===== config.mk =====
export PLATFORM = sky130hd
export DESIGN_NAME = pipe_reg
export DESIGN_NICKNAME = d
export VERILOG_FILES = /design/src/rtl/pipe_pkg.sv /design/src/rtl/pipe_stage.sv /design/src/rtl/pipe_reg.sv
export SDC_FILE = /design/constraint.sdc
export NUM_CORES = 1
export LEC_CHECK = 0
export BUFFER_PORTS_ARGS = -buffer_cell sky130_fd_sc_hd__buf_2
export CORE_MARGIN = 2
export CORE_UTILIZATION = 42
export CTS_CLUSTER_DIAMETER = 100
export CTS_CLUSTER_SIZE = 8
export DETAILED_ROUTE_END_ITERATION = 7
export HOLD_SLACK_MARGIN = 0.03
export PLACE_DENSITY_LB_ADDON = 0.12
export SLEW_MARGIN = 20
export SYNTH_ARGS = -nofsm -noshare
export SYNTH_HDL_FRONTEND = slang
export SYNTH_SLANG_ARGS = --single-unit

===== constraint.sdc =====
create_clock -name clk -period 0.9 [get_ports clk]
set_input_delay 0.18 -clock clk [delete_from_list [all_inputs] [get_ports clk]]
set_output_delay 0.18 -clock clk [all_outputs]
set_load 0.01 [all_outputs]

===== src/rtl/pipe_pkg.sv =====
// pipe_pkg: shared constants for pipeline-register users
package pipe_pkg;
  localparam logic [31:0] LEGV8_NOP = 32'hD503201F;
  localparam logic [63:0] ZERO64 = 64'h0;
endpackage


===== src/rtl/pipe_stage.sv =====
// pipe_stage: one {valid, data} flop with enable, sync clear and async active-low reset
module pipe_stage
  import pipe_pkg::*;
#(
  parameter int N = 64,
  parameter logic [N-1:0] RST_VAL = '0
) (
  input  logic         clk,
  input  logic         rst_n,
  input  logic         en_i,
  input  logic         clr_i,
  input  logic         valid_i,
  input  logic [N-1:0] data_i,
  output logic         valid_o,
  output logic [N-1:0] data_o
);
  logic valid_q, valid_d;
  logic [N-1:0] data_q, data_d;
  // bubbles always carry RST_VAL so invalid stages never expose stale data
  always_comb begin
    valid_d = clr_i ? 1'b0 : en_i ? valid_i : valid_q;
    data_d  = clr_i ? RST_VAL : en_i ? (valid_i ? data_i : RST_VAL) : data_q;
  end
  always_ff @(posedge clk or negedge rst_n) begin
    if (!rst_n) begin
      valid_q <= 1'b0;
      data_q  <= RST_VAL;
    end else begin
      valid_q <= valid_d;
      data_q  <= data_d;
    end
  end
  assign valid_o = valid_q;
  assign data_o  = data_q;
endmodule


===== src/rtl/pipe_reg.sv =====
// pipe_reg: STAGES-deep pipeline register chain with stall, flush and occupancy count
module pipe_reg
  import pipe_pkg::*;
#(
  parameter int N = 64,
  parameter int STAGES = 1,
  parameter logic [N-1:0] RST_VAL = '0
) (
  input  logic                          clk,
  input  logic                          reset,
  input  logic                          en,
  input  logic                          flush,
  input  logic                          d_valid,
  input  logic [N-1:0]                  d,
  output logic                          q_valid,
  output logic [N-1:0]                  q,
  output logic [$clog2(STAGES+1)-1:0]   occupancy
);
  localparam int OCC_W = $clog2(STAGES + 1);
  if (STAGES < 1 || N < 1) begin : g_bad_params
    $error("pipe_reg: STAGES and N must both be >= 1");
  end
  logic         vld [STAGES+1];
  logic [N-1:0] dat [STAGES+1];
  logic [OCC_W-1:0] occ_q, occ_d;
  assign vld[0] = d_valid;
  assign dat[0] = d;
  for (genvar g = 0; g < STAGES; g++) begin : g_stage
    pipe_stage #(.N(N), .RST_VAL(RST_VAL)) u_stage (
      .clk     (clk),
      .rst_n   (reset),
      .en_i    (en),
      .clr_i   (flush),
      .valid_i (vld[g]),
      .data_i  (dat[g]),
      .valid_o (vld[g+1]),
      .data_o  (dat[g+1])
    );
  end
  // one entry in, the last-stage entry out: tracks popcount of stage valids
  always_comb begin
    occ_d = flush ? '0 : en ? occ_q + OCC_W'(d_valid) - OCC_W'(vld[STAGES]) : occ_q;
  end
  always_ff @(posedge clk or negedge reset) begin
    if (!reset) occ_q <= '0;
    else        occ_q <= occ_d;
  end
  assign q_valid   = vld[STAGES];
  assign q         = dat[STAGES];
  assign occupancy = occ_q;
endmodule


======== Yosys cells after proc, flatten, opt, wreduce, memory -nomap -nowiden ========
Cells that the tools add are included.
storage, ports and cells
  memories kept ........................... 0
  bits in registers ....................... 66
  latch bits .............................. 0
  RAM bits ................................ 0
  memory bits (read-only) ................. 0
  bits of input ports ..................... 69
  output and inout port bits .............. 66
cells by class
  bitwise logic cells ..................... 0
  multipliers ............................. 0
  magnitude comparators ................... 0
  shifts and indexed selects .............. 0
  eq/ne operators ......................... 0
  div/mod/pow operators ................... 0
  add/sub/neg operators ................... 2
  muxes and demuxes ....................... 7
  reduce and logical (&&, ||, !) cells .... 1
operators by type and width
  cell                count
  2-to-1 mux 64 bit   3
  2-to-1 mux 1 bit    4
  nonzero test 2 bit  1
  adder 1 bit         1
  subtractor 1 bit    1

======== Logic depth before layout (Yosys ltp) ========
Gate-level depths: netlist (run 1).
  depth in word-level cells ............... 4
  mapped depth ............................ 4
  gate-level depth less buffers ........... 3

======== Cells and area by module ========
Synthesis (run 1) repeated with hierarchy kept, for this count alone.
unflattened totals
  cell total of the unflattened synthesis .. 161
  area, all modules ....................... 2618.8 um^2
by module, submodules not included
  module      area each (um^2)  times used  cells each
  pipe_stage  2561.2            1           155
  pipe_reg    57.6              1           6

======== Worst setup path after synthesis (run 1) ========
OpenSTA, ideal clock, no wires.
  path kind ............................... reg-to-reg
  start ................................... reg g_stage[0].u_stage.valid_q
  end ..................................... reg occ_q, in the netlist occupancy
  setup time .............................. 0.120 ns
  path buffers ............................ 0
  arrival time ............................ 0.829 ns
  stages on the path, launching flop included .. 4
  slack ................................... -0.049 ns
  required time ........................... 0.780 ns
  cell sequence ........................... dfrtp_1 > xor2_1 > a21oi_1 > a31o_1
on the way
  word-level cells in the longest chain between the ends .. 3
RTL lines
  what                            RTL line          RTL
  start: declaration              pipe_stage.sv:17  logic valid_q, valid_d;
  start signal: assignment        pipe_stage.sv:29  valid_q <= valid_d;
  subtractor 1 bit                pipe_reg.sv:42    occ_d = flush ? '0 : en ? occ_q + OCC_W'(d_valid) - OCC_W'(vld[STAGES]) : occ_q;
  2-to-1 mux 1 bit (2 in series)  pipe_reg.sv:42
  end signal: assignment          pipe_reg.sv:45    if (!reset) occ_q <= '0;
  end signal: assignment          pipe_reg.sv:46    else occ_q <= occ_d;
  end: declaration                pipe_reg.sv:25    logic [OCC_W-1:0] occ_q, occ_d;
Every way passes these cells. The select of a mux whose other input is x is not followed.
A chain may end at the register's enable or synchronous reset.

======== Worst setup path after layout (run 1) ========
  start ................................... reg g_stage[0].u_stage.valid_q
  end ..................................... out q_valid
RTL lines
  what              RTL line        RTL
  end: declaration  pipe_reg.sv:15  output logic q_valid,
No word-level cell between the ends.

==> run metrics, run 1 <==
Max Fclk=~870 MHz; Clock Skews=roughly 0.00078 ns; first-pass GRT wire length=between 10000 and 15000 um; Crit path top cell by count=buf_6; Reg power frac=0.464; Ys Warns=0; switching power=between 0.0015 and 0.002 W; vias in the first global route=roughly 2400; post-synth top area cell=dfrtp_1; final hold viol count=0; clock-pin slew on the worst setup and hold paths=around 0.070 ns; Cell Pwr Density=1570 nW/um2; Hold Path Class=input port to flop; Mapped Area=between 2000 and 3000 um2; RSZ-0062 raised after global routing=yes; data arrival time of the worst path=approximately 0.96 ns; FF-to-FF End=occupancy$_DFFE_PN0P_; fin crit share=1.27; Total Power=between 0.006 and 0.007 W; R2R depth=4; Slew HR=0.761; All-Layer GR Usage=0.194; endpoints failing setup=between 60 and 70; die area=roughly 7700 um2; max cap viols=0; crit end category=output port; TritonCTS clock tree=yes; Vias/cell=roughly 4.8; mean post-synth cell area=around 10 um2; FF-to-FF Start=g_stage[0].u_stage.valid_o$_DFFE_PN0P_; register-to-register setup slack=-0.15 ns; Slew Limit Fails=0; element type at the critical path start=flop; Critical Path Sink=q_valid; CTS sink count=66; Die Y=roughly 88 um; P&R area growth vs syn=46.5%; final worst slack=-0.243 ns; Pre-Repair DR Iteration Count=4; share of the synthesized area in the top cell type=0.562; number of buffers created by CTS=9; critical path cell sequence=buf_6, buf_6; Buffers on Ports=between 100 and 150; critical path depth in cells=2; crit path launch=g_stage[0].u_stage.valid_o$_DFFE_PN0P_; worst slew pin tran=0.358 ns; post-route ant nets=0; placed cells=507; Ant. Diodes=0; Leakage=between 2 and 2.5 nW; Initial Util=0.432; crit-path max cell delay=approximately 0.4 ns; flops & latches, synth=66; total grt overflow=0; initial antenna violation count=0; internal cell power=between 0.005 and 0.006 W; Period minus WS final=approximately 1.1 ns; critical path class=flop to output port; crit path max fanout=2; Clock Tree Root=clkbuf_8; fin cells=roughly 560; syn nets=approximately 360; worst ir drop on vdd=1.01 mV; Buf+Inv Stages, Crit Path=2; data required time of the worst path=between 0.7 and 0.8 ns; layout cell share with drive strength beyond 1=0.423; commonest non-fill, non-tap cells in the layout=117 x buf_2, 66 x dfrtp_1, 64 x nand2b_1, 64 x nand3_1, 64 x a21oi_1; FP Rows=30; failing checks=negative setup slack; Critical Path Slowest Stage Cell=dfrtp_1; WL per Instance=around 13 um; Final #Nets=between 500 and 600; clock power share=0.393; core area=6790 um2; largest net degree at the start of global routing=67; gpl congestion=0.748; drt first-iter violations=slightly above 80; power share of the combinational group=0.144; Seq/Total Area, Yosys=0.562; dpl hpwl=4670 um; synth top area cells=dfrtp_1 56%, nand2b_1 14%, a21oi_1 11%; Via Count=~2600; drt drc=0; leading cell type in the layout, fill and taps excluded=buf_2; H-tree depth=3; Syn Inst Count=slightly below 300; Distinct cells, synth=12; CTS max path bufs=2; family with the most delay on the worst path=flip-flops; final WL=~7400 um; Die X=between 80 and 90 um; Boundary Pins=about 140; status=complete, but fails checks; clk_lat worst skew=roughly 0.34 ns; Sw Ratio=0.238; Hold WS=around 0.099 ns
Yosys cell counts:
cell       n
nand2b_1  65
xor2_1     1
nand3_1   64
buf_2      8
buf_6      8
a21oi_1   65
a31o_1     1
mux2i_1    1
dfrtp_1   66
buf_4      6
clkbuf_1   6
nor2_1     2
flip-flops by register name, indices dropped and copies added (netlist names):
signal	count
g_stage.u_stage.data_o	64
g_stage.u_stage.valid_o	1
occupancy	1
power by group through the flow:
stage               clock [W]  combinational (W)  sequential [W]
finish                0.00266           0.000973         0.00314
global route          0.00289            0.00107         0.00315
CTS                   0.00274           0.000911         0.00313
detailed placement          0           0.000850         0.00319
global placement            0           0.000843         0.00318
floorplan                   0           0.000372         0.00324
layer usage:
| layer | track usage | wire length, um | vias to the layer above |
|---|---|---|---|
| met5 | 0 | 0 | - |
| met4 | 0.0839 | 97 | 0 |
| met3 | 0.0594 | 595 | 12 |
| met2 | 0.299 | 3430 | 86 |
| met1 | 0.256 | 3310 | 1229 |
| li1 | - | - | 1314 |
final cells by class:
type                    count  area, um2
fillers                   605       2490
flip-flops and latches     66       1650
repair buffers            178       1200
multi-input cells         199       1120
clock buffers              15        186
well taps                  96        120
clock inverters             1       30.0
logic make-up after synthesis:
kind of cell	after synthesis	share of synthesized area
mux	1	0.00341
buf+inv	28	0.0673
flops	66	0.562
simple gates	131	0.250
compound gates	66	0.114
xor+xnor	1	0.00298
stage by stage:
step	instance area, um2	setup slack [ns]	setup TNS, ns	util
final	4300	-0.243	-9.09	0.633
after global routing	4300	-0.292	-11.78	0.633
after CTS	4090	-0.264	-10.39	0.602
after detailed placement	3710	-0.0796	-1.20	0.546
after global placement	3710	-0.0365	-0.442	0.546
after floorplan	2940	-0.0488	-0.0488	-
what timing repair did:
item	4_1_cts	5_1_grt
gates resized for setup	8	13
setup endpoints to repair	67	68
pin swaps	1	0
buffers inserted	14	17
hold buffers	1	0
endpoints found under the hold margin	66	0
worst reg2reg max path, stage by stage, from the launching register on:
cell and delay [ns]:
dfrtp_1 0.40, buf_4 0.16, xor2_4 0.14, a21oi_2 0.07, a31o_1 0.18
how the worst min path moves through the flow:
stage / startpoint / endpoint / slack (ns) / cells past startpoint
finish: d[61] / g_stage[0].u_stage.data_o[61]$_DFFE_PN0P_ / 0.1 / 3
CTS: d[57] / g_stage[0].u_stage.data_o[57]$_DFFE_PN0P_ / 0.08 / 3
global placement: reset / g_stage[0].u_stage.data_o[16]$_DFFE_PN0P_ / 0.23 / 2
floorplan: reset / g_stage[0].u_stage.data_o[0]$_DFFE_PN0P_ / -0.12 / 0
global route: d[47] / g_stage[0].u_stage.data_o[47]$_DFFE_PN0P_ / 0.09 / 3
detailed placement: reset / g_stage[0].u_stage.data_o[21]$_DFFE_PN0P_ / 0.23 / 2
No activity file was read; power rests on OpenSTA's default activity.
==> inputs of run 2 (changes only) <==
--- a/config.mk
+++ b/config.mk
@@ -13,6 +13,7 @@
 export DETAILED_ROUTE_END_ITERATION = 7
 export HOLD_SLACK_MARGIN = 0.03
 export PLACE_DENSITY_LB_ADDON = 0.12
+export SETUP_SLACK_MARGIN = 0.4
 export SLEW_MARGIN = 20
 export SYNTH_ARGS = -nofsm -noshare
 export SYNTH_HDL_FRONTEND = slang
==> run metrics, run 2 (synthesis results as in run 1) <==
Final #Nets=527 (was 523); drt first-iter violations=151 (was 81); FP Rows=30 (unchanged); total grt overflow=0 (unchanged); commonest non-fill, non-tap cells in the layout=116 x buf_2, 66 x dfrtp_1, 47 x nand2b_1 (was 117 x buf_2, 66 x dfrtp_1, 64 x nand2b_1, 64 x nand3_1, 64 x a21oi_1); critical path class=flop to output port (unchanged); clock-pin slew on the worst setup and hold paths=0.07 ns (about the same); die area=7680 um2 (unchanged); element type at the critical path start=flop (unchanged); drt drc=0 (unchanged); Buffers on Ports=134 (unchanged); WL per Instance=14.6 um (was 13.4 um); H-tree depth=3 (unchanged); dpl hpwl=4630 um (was 4670 um); first-pass GRT wire length=11500 um (about the same); final worst slack=-0.228 ns (was -0.243 ns); Max Fclk=887 MHz (was 875 MHz); final hold viol count=66 (was 0); CTS sink count=66 (unchanged); Initial Util=0.432 (unchanged); number of buffers created by CTS=9 (unchanged); RSZ-0062 raised after global routing=yes (unchanged); crit path max fanout=2 (unchanged); largest net degree at the start of global routing=67 (unchanged); Ant. Diodes=0 (unchanged); Period minus WS final=1.13 ns (was 1.14 ns); Sw Ratio=0.254 (was 0.238); FF-to-FF End=occupancy$_DFFE_PN0P_ (unchanged); R2R depth=4 (unchanged); Vias/cell=4.91 (was 4.76); failing checks=negative hold slack, negative setup slack (was negative setup slack); fin crit share=1.25 (was 1.27); Clock Skews=0.00230 ns (was 0.000781 ns); vias in the first global route=2407 (was 2427); clock power share=0.358 (was 0.393); fillcell total=513 (was 605); Pre-Repair DR Iteration Count=4 (unchanged); internal cell power=0.00506 W (was 0.00516 W); post-route ant nets=0 (unchanged); worst ir drop on vdd=0.959 mV (was 1.01 mV); switching power=0.00172 W (was 0.00161 W); Via Count=2745 (was 2641); endpoints failing setup=67 (unchanged); register-to-register setup slack=-0.15 ns (about the same); Clock Tree Root=clkbuf_8 (unchanged); Die X=87.6 um (unchanged); TritonCTS clock tree=yes (unchanged); Die Y=87.6 um (unchanged); CTS max path bufs=2 (unchanged); final WL=8140 um (was 7430 um); P&R area growth vs syn=67.7% (was 46.5%); Hold WS=-0.157 ns (was 0.0986 ns); worst slew pin tran=0.373 ns (was 0.358 ns); Leakage=2.35 nW (was 2.16 nW); clk_lat worst skew=0.32 ns (was 0.34 ns); data required time of the worst path=0.72 ns (about the same); Final Util=0.725 (was 0.633); Reg power frac=0.464 (about the same); All-Layer GR Usage=0.194 (about the same); gpl congestion=0.743 (was 0.748); Total Power=0.00678 W (was 0.00677 W); leading cell type in the layout, fill and taps excluded=buf_2 (unchanged); Slew HR=0.751 (was 0.761); Cell Pwr Density=1380 nW/um2 (was 1570 nW/um2); crit end category=output port (unchanged); Largest register FFs=64 (unchanged); Hold Path Class=input port to async pin (was input port to flop); power share of the combinational group=0.178 (was 0.144); Post-Place Worst Slack=-0.0585 ns (was -0.0796 ns); core area=6790 um2 (unchanged); FF-to-FF Start=g_stage[0].u_stage.valid_o$_DFFE_PN0P_ (unchanged); layout cell share with drive strength beyond 1=0.644 (was 0.423); data arrival time of the worst path=0.95 ns (was 0.96 ns); max cap viols=0 (unchanged); status=complete, but fails checks (unchanged); Boundary Pins=135 (unchanged); Slew Limit Fails=0 (unchanged); initial antenna violation count=0 (unchanged)
## run 2: changes by cell type in the layout (fill, tap and decap cells not counted), sizes merged
cell / before / now
clkbuf: 15 / 17
clkinv: 0 / 1
bufinv: 1 / 0
dlygate4sd3: 1 / 0
buf: 177 / 180
## run 2: cell type report
type,count,area [um2],area share
well taps,96,120,0.0244
flip-flops and latches,66,1650,0.335
multi-input cells,199,1590,0.323
clock buffers,15,196,0.0399
repair buffers,182,1360,0.276
clock inverters,1,5.00,0.00102
## run 2: metal layers
layer / vias up / global-route usage / wire length, um
met5: - / 0 / 0
met4: 0 / 0.0713 / 85
met3: 8 / 0.0688 / 542
met2: 85 / 0.295 / 4080
met1: 1331 / 0.258 / 3420
li1: 1321 / - / -
## run 2: worst max-delay path by stage
stage	start	endpoint	slack, ns	cells after the start
2_1_floorplan	g_stage[0].u_stage.valid_o$_DFFE_PN0P_	occupancy$_DFFE_PN0P_	-0.05	3
3_3_place_gp	en	g_stage[0].u_stage.data_o[4]$_DFFE_PN0P_	-0.04	4
3_5_place_dp	en	g_stage[0].u_stage.data_o[7]$_DFFE_PN0P_	-0.06	4
4_1_cts	g_stage[0].u_stage.valid_o$_DFFE_PN0P_	q_valid	-0.24	2
5_1_grt	g_stage[0].u_stage.valid_o$_DFFE_PN0P_	q_valid	-0.28	2
6_report	g_stage[0].u_stage.valid_o$_DFFE_PN0P_	q_valid	-0.23	2
## run 2: power groups by stage
stage | combinational [W] | clock, W | sequential [W]
floorplan | 0.000478 | 0 | 0.00325
global placement | 0.000916 | 0 | 0.00319
detailed placement | 0.000924 | 0 | 0.00319
CTS | 0.000993 | 0.00250 | 0.00313
global route | 0.00131 | 0.00266 | 0.00315
finish | 0.00121 | 0.00243 | 0.00315
## run 2: critical path, stage by stage, from the launching register on
cell	delay (ns)
dfrtp_1	0.40
buf_6	0.12
buf_6	0.11
## run 2: what timing repair did
item / 4_1_cts / 5_1_grt
pin swaps: 43 / 7
setup buffers: 13 / 20
endpoints found under the hold margin: 66 / 66
cloned: 0 / 2
resized for setup: 15 / 89
setup endpoints to repair: 132 / 132
## run 2: per-stage QoR
step / instances / setup TNS (ns) / hold slack [ns] / area [um2]
after floorplan: 293 / -0.0488 / -0.116 / 3260
after global placement: 508 / -0.496 / 0.232 / 3950
after detailed placement: 508 / -1.17 / 0.226 / 3950
after CTS: 537 / -9.79 / -0.132 / 4320
after global routing: 559 / -11.81 / -0.125 / 4920
final: 559 / -8.66 / -0.157 / 4920
==> inputs of run 3 (changes only) <==
--- a/config.mk
+++ b/config.mk
@@ -14,6 +14,7 @@
 export HOLD_SLACK_MARGIN = 0.03
 export PLACE_DENSITY_LB_ADDON = 0.12
 export SETUP_SLACK_MARGIN = 0.4
+export SKIP_CTS_REPAIR_TIMING = 1
 export SLEW_MARGIN = 20
 export SYNTH_ARGS = -nofsm -noshare
 export SYNTH_HDL_FRONTEND = slang
==> run metrics, run 3 (synthesis results as in run 1) <==
Die X=87.6 um (unchanged); Buf+Inv Stages, Crit Path=2 (unchanged); TritonCTS clock tree=yes (unchanged); crit end category=output port (unchanged); Period minus WS final=1.14 ns (was 1.13 ns); Largest register FFs=64 (unchanged); core area=6790 um2 (unchanged); post-route ant nets=0 (unchanged); All-Layer GR Usage=0.190 (was 0.194); endpoints failing setup=67 (unchanged); H-tree depth=3 (unchanged); fillcell total=527 (was 513); die area=7680 um2 (unchanged); Buffers on Ports=134 (unchanged); FP Rows=30 (unchanged); Die Y=87.6 um (unchanged); final hold viol count=66 (unchanged); Critical Path Slowest Stage Cell=dfrtp_1 (unchanged); initial antenna violation count=0 (unchanged); critical path class=flop to output port (unchanged); failing checks=negative hold slack, negative setup slack (unchanged); worst ir drop on vdd=0.918 mV (was 0.959 mV); critical path cell sequence=buf_6, buf_6 (unchanged); data arrival time of the worst path=0.96 ns (was 0.95 ns); data required time of the worst path=0.72 ns (about the same); Hold Path Class=input port to async pin (unchanged); Slew HR=0.760 (was 0.751); register-to-register setup slack=-0.15 ns (about the same); first-pass GRT wire length=11200 um (was 11500 um); family with the most delay on the worst path=flip-flops (unchanged); vias in the first global route=2388 (was 2407); Crit path top cell by count=buf_6 (unchanged); P&R area growth vs syn=60.8% (was 67.7%); WL per Instance=14.6 um (about the same); Max Fclk=878 MHz (was 887 MHz); Total Power=0.00675 W (was 0.00678 W); element type at the critical path start=flop (unchanged); Clock Tree Root=clkbuf_8 (unchanged); max cap viols=0 (unchanged); critical path depth in cells=2 (unchanged); crit-path max cell delay=0.40 ns (about the same); Setup TNS=-9.44 ns (was -8.66 ns); clock-pin slew on the worst setup and hold paths=0.07 ns (about the same); crit path max fanout=2 (unchanged); drt drc=0 (unchanged); Post-Place Worst Slack=-0.0585 ns (unchanged); CTS max path bufs=2 (unchanged); final worst slack=-0.239 ns (was -0.228 ns); Hold WS=-0.151 ns (was -0.157 ns); Leakage=2.23 nW (was 2.35 nW); fin area=4720 um2 (was 4920 um2); total grt overflow=0 (unchanged); fin crit share=1.27 (was 1.25); CTS sink count=66 (unchanged); clk_lat worst skew=0.33 ns (was 0.32 ns); Via Count=2682 (was 2745); status=complete, but fails checks (unchanged); Initial Util=0.432 (unchanged); layout cell share with drive strength beyond 1=0.617 (was 0.644); gpl congestion=0.743 (unchanged); Vias/cell=4.94 (was 4.91); RSZ-0062 raised after global routing=yes (unchanged); R2R depth=4 (unchanged); Pre-Repair DR Iteration Count=4 (unchanged); largest net degree at the start of global routing=67 (unchanged); Slew Limit Fails=0 (unchanged); Ant. Diodes=0 (unchanged); Boundary Pins=135 (unchanged); Cell Pwr Density=1430 nW/um2 (was 1380 nW/um2); dpl hpwl=4630 um (unchanged); Clock Skews=0.00274 ns (was 0.00230 ns); commonest non-fill, non-tap cells in the layout=117 x buf_2, 66 x dfrtp_1, 51 x nand2b_1 (was 116 x buf_2, 66 x dfrtp_1, 47 x nand2b_1); worst slew pin tran=0.360 ns (was 0.373 ns); number of buffers created by CTS=9 (unchanged); Cell Area, Placed=3950 um2 (unchanged); Final #Nets=511 (was 527); drt first-iter violations=169 (was 151); leading cell type in the layout, fill and taps excluded=buf_2 (unchanged); final WL=7940 um (was 8140 um)
-- run 3: per-stage QoR --
stage | utilization | instances
2_1_floorplan | - | 293
3_3_place_gp | 0.581 | 508
3_5_place_dp | 0.581 | 508
4_1_cts | 0.610 | 524
5_1_grt | 0.695 | 543
6_report | 0.695 | 543
-- run 3: final timing paths --
path,start,endpoint
worst max register to register,g_stage[0].u_stage.valid_o$_DFFE_PN0P_,occupancy$_DFFE_PN0P_
max in group asynchronous,reset,g_stage[0].u_stage.data_o[9]$_DFFE_PN0P_
worst min register to register,g_stage[0].u_stage.data_o[27]$_DFFE_PN0P_,g_stage[0].u_stage.data_o[27]$_DFFE_PN0P_
min in group clk,d[19],g_stage[0].u_stage.data_o[19]$_DFFE_PN0P_
worst min-delay path,reset,g_stage[0].u_stage.data_o[28]$_DFFE_PN0P_
worst max-delay path,g_stage[0].u_stage.valid_o$_DFFE_PN0P_,q_valid
-- run 3: layout make-up --
cell class,count,area [um2],share of cell area
Timing Repair Buffer,166,1190,0.251
Tap cell,96,120,0.0254
Clock inverter,1,5.00,0.00106
Clock buffer,15,196,0.0416
Multi-Input combinational cell,199,1560,0.331
Sequential cell,66,1650,0.350
-- run 3: power by group --
| group | internal [W] | leakage [nW] | switching (W) |
|---|---|---|---|
| combinational | 0.000560 | 1.22 | 0.000583 |
| sequential | 0.00308 | 0.900 | 0.0000699 |
| clock | 0.00138 | 0.106 | 0.00108 |
-- run 3: routing by layer --
| layer | up-vias | global-route usage | routed length, um |
|---|---|---|---|
| met5 | - | 0 | 0 |
| met3 | 14 | 0.0669 | 571 |
| met4 | 0 | 0.0713 | 149 |
| li1 | 1289 | - | - |
| met1 | 1288 | 0.245 | 3430 |
| met2 | 91 | 0.297 | 3790 |
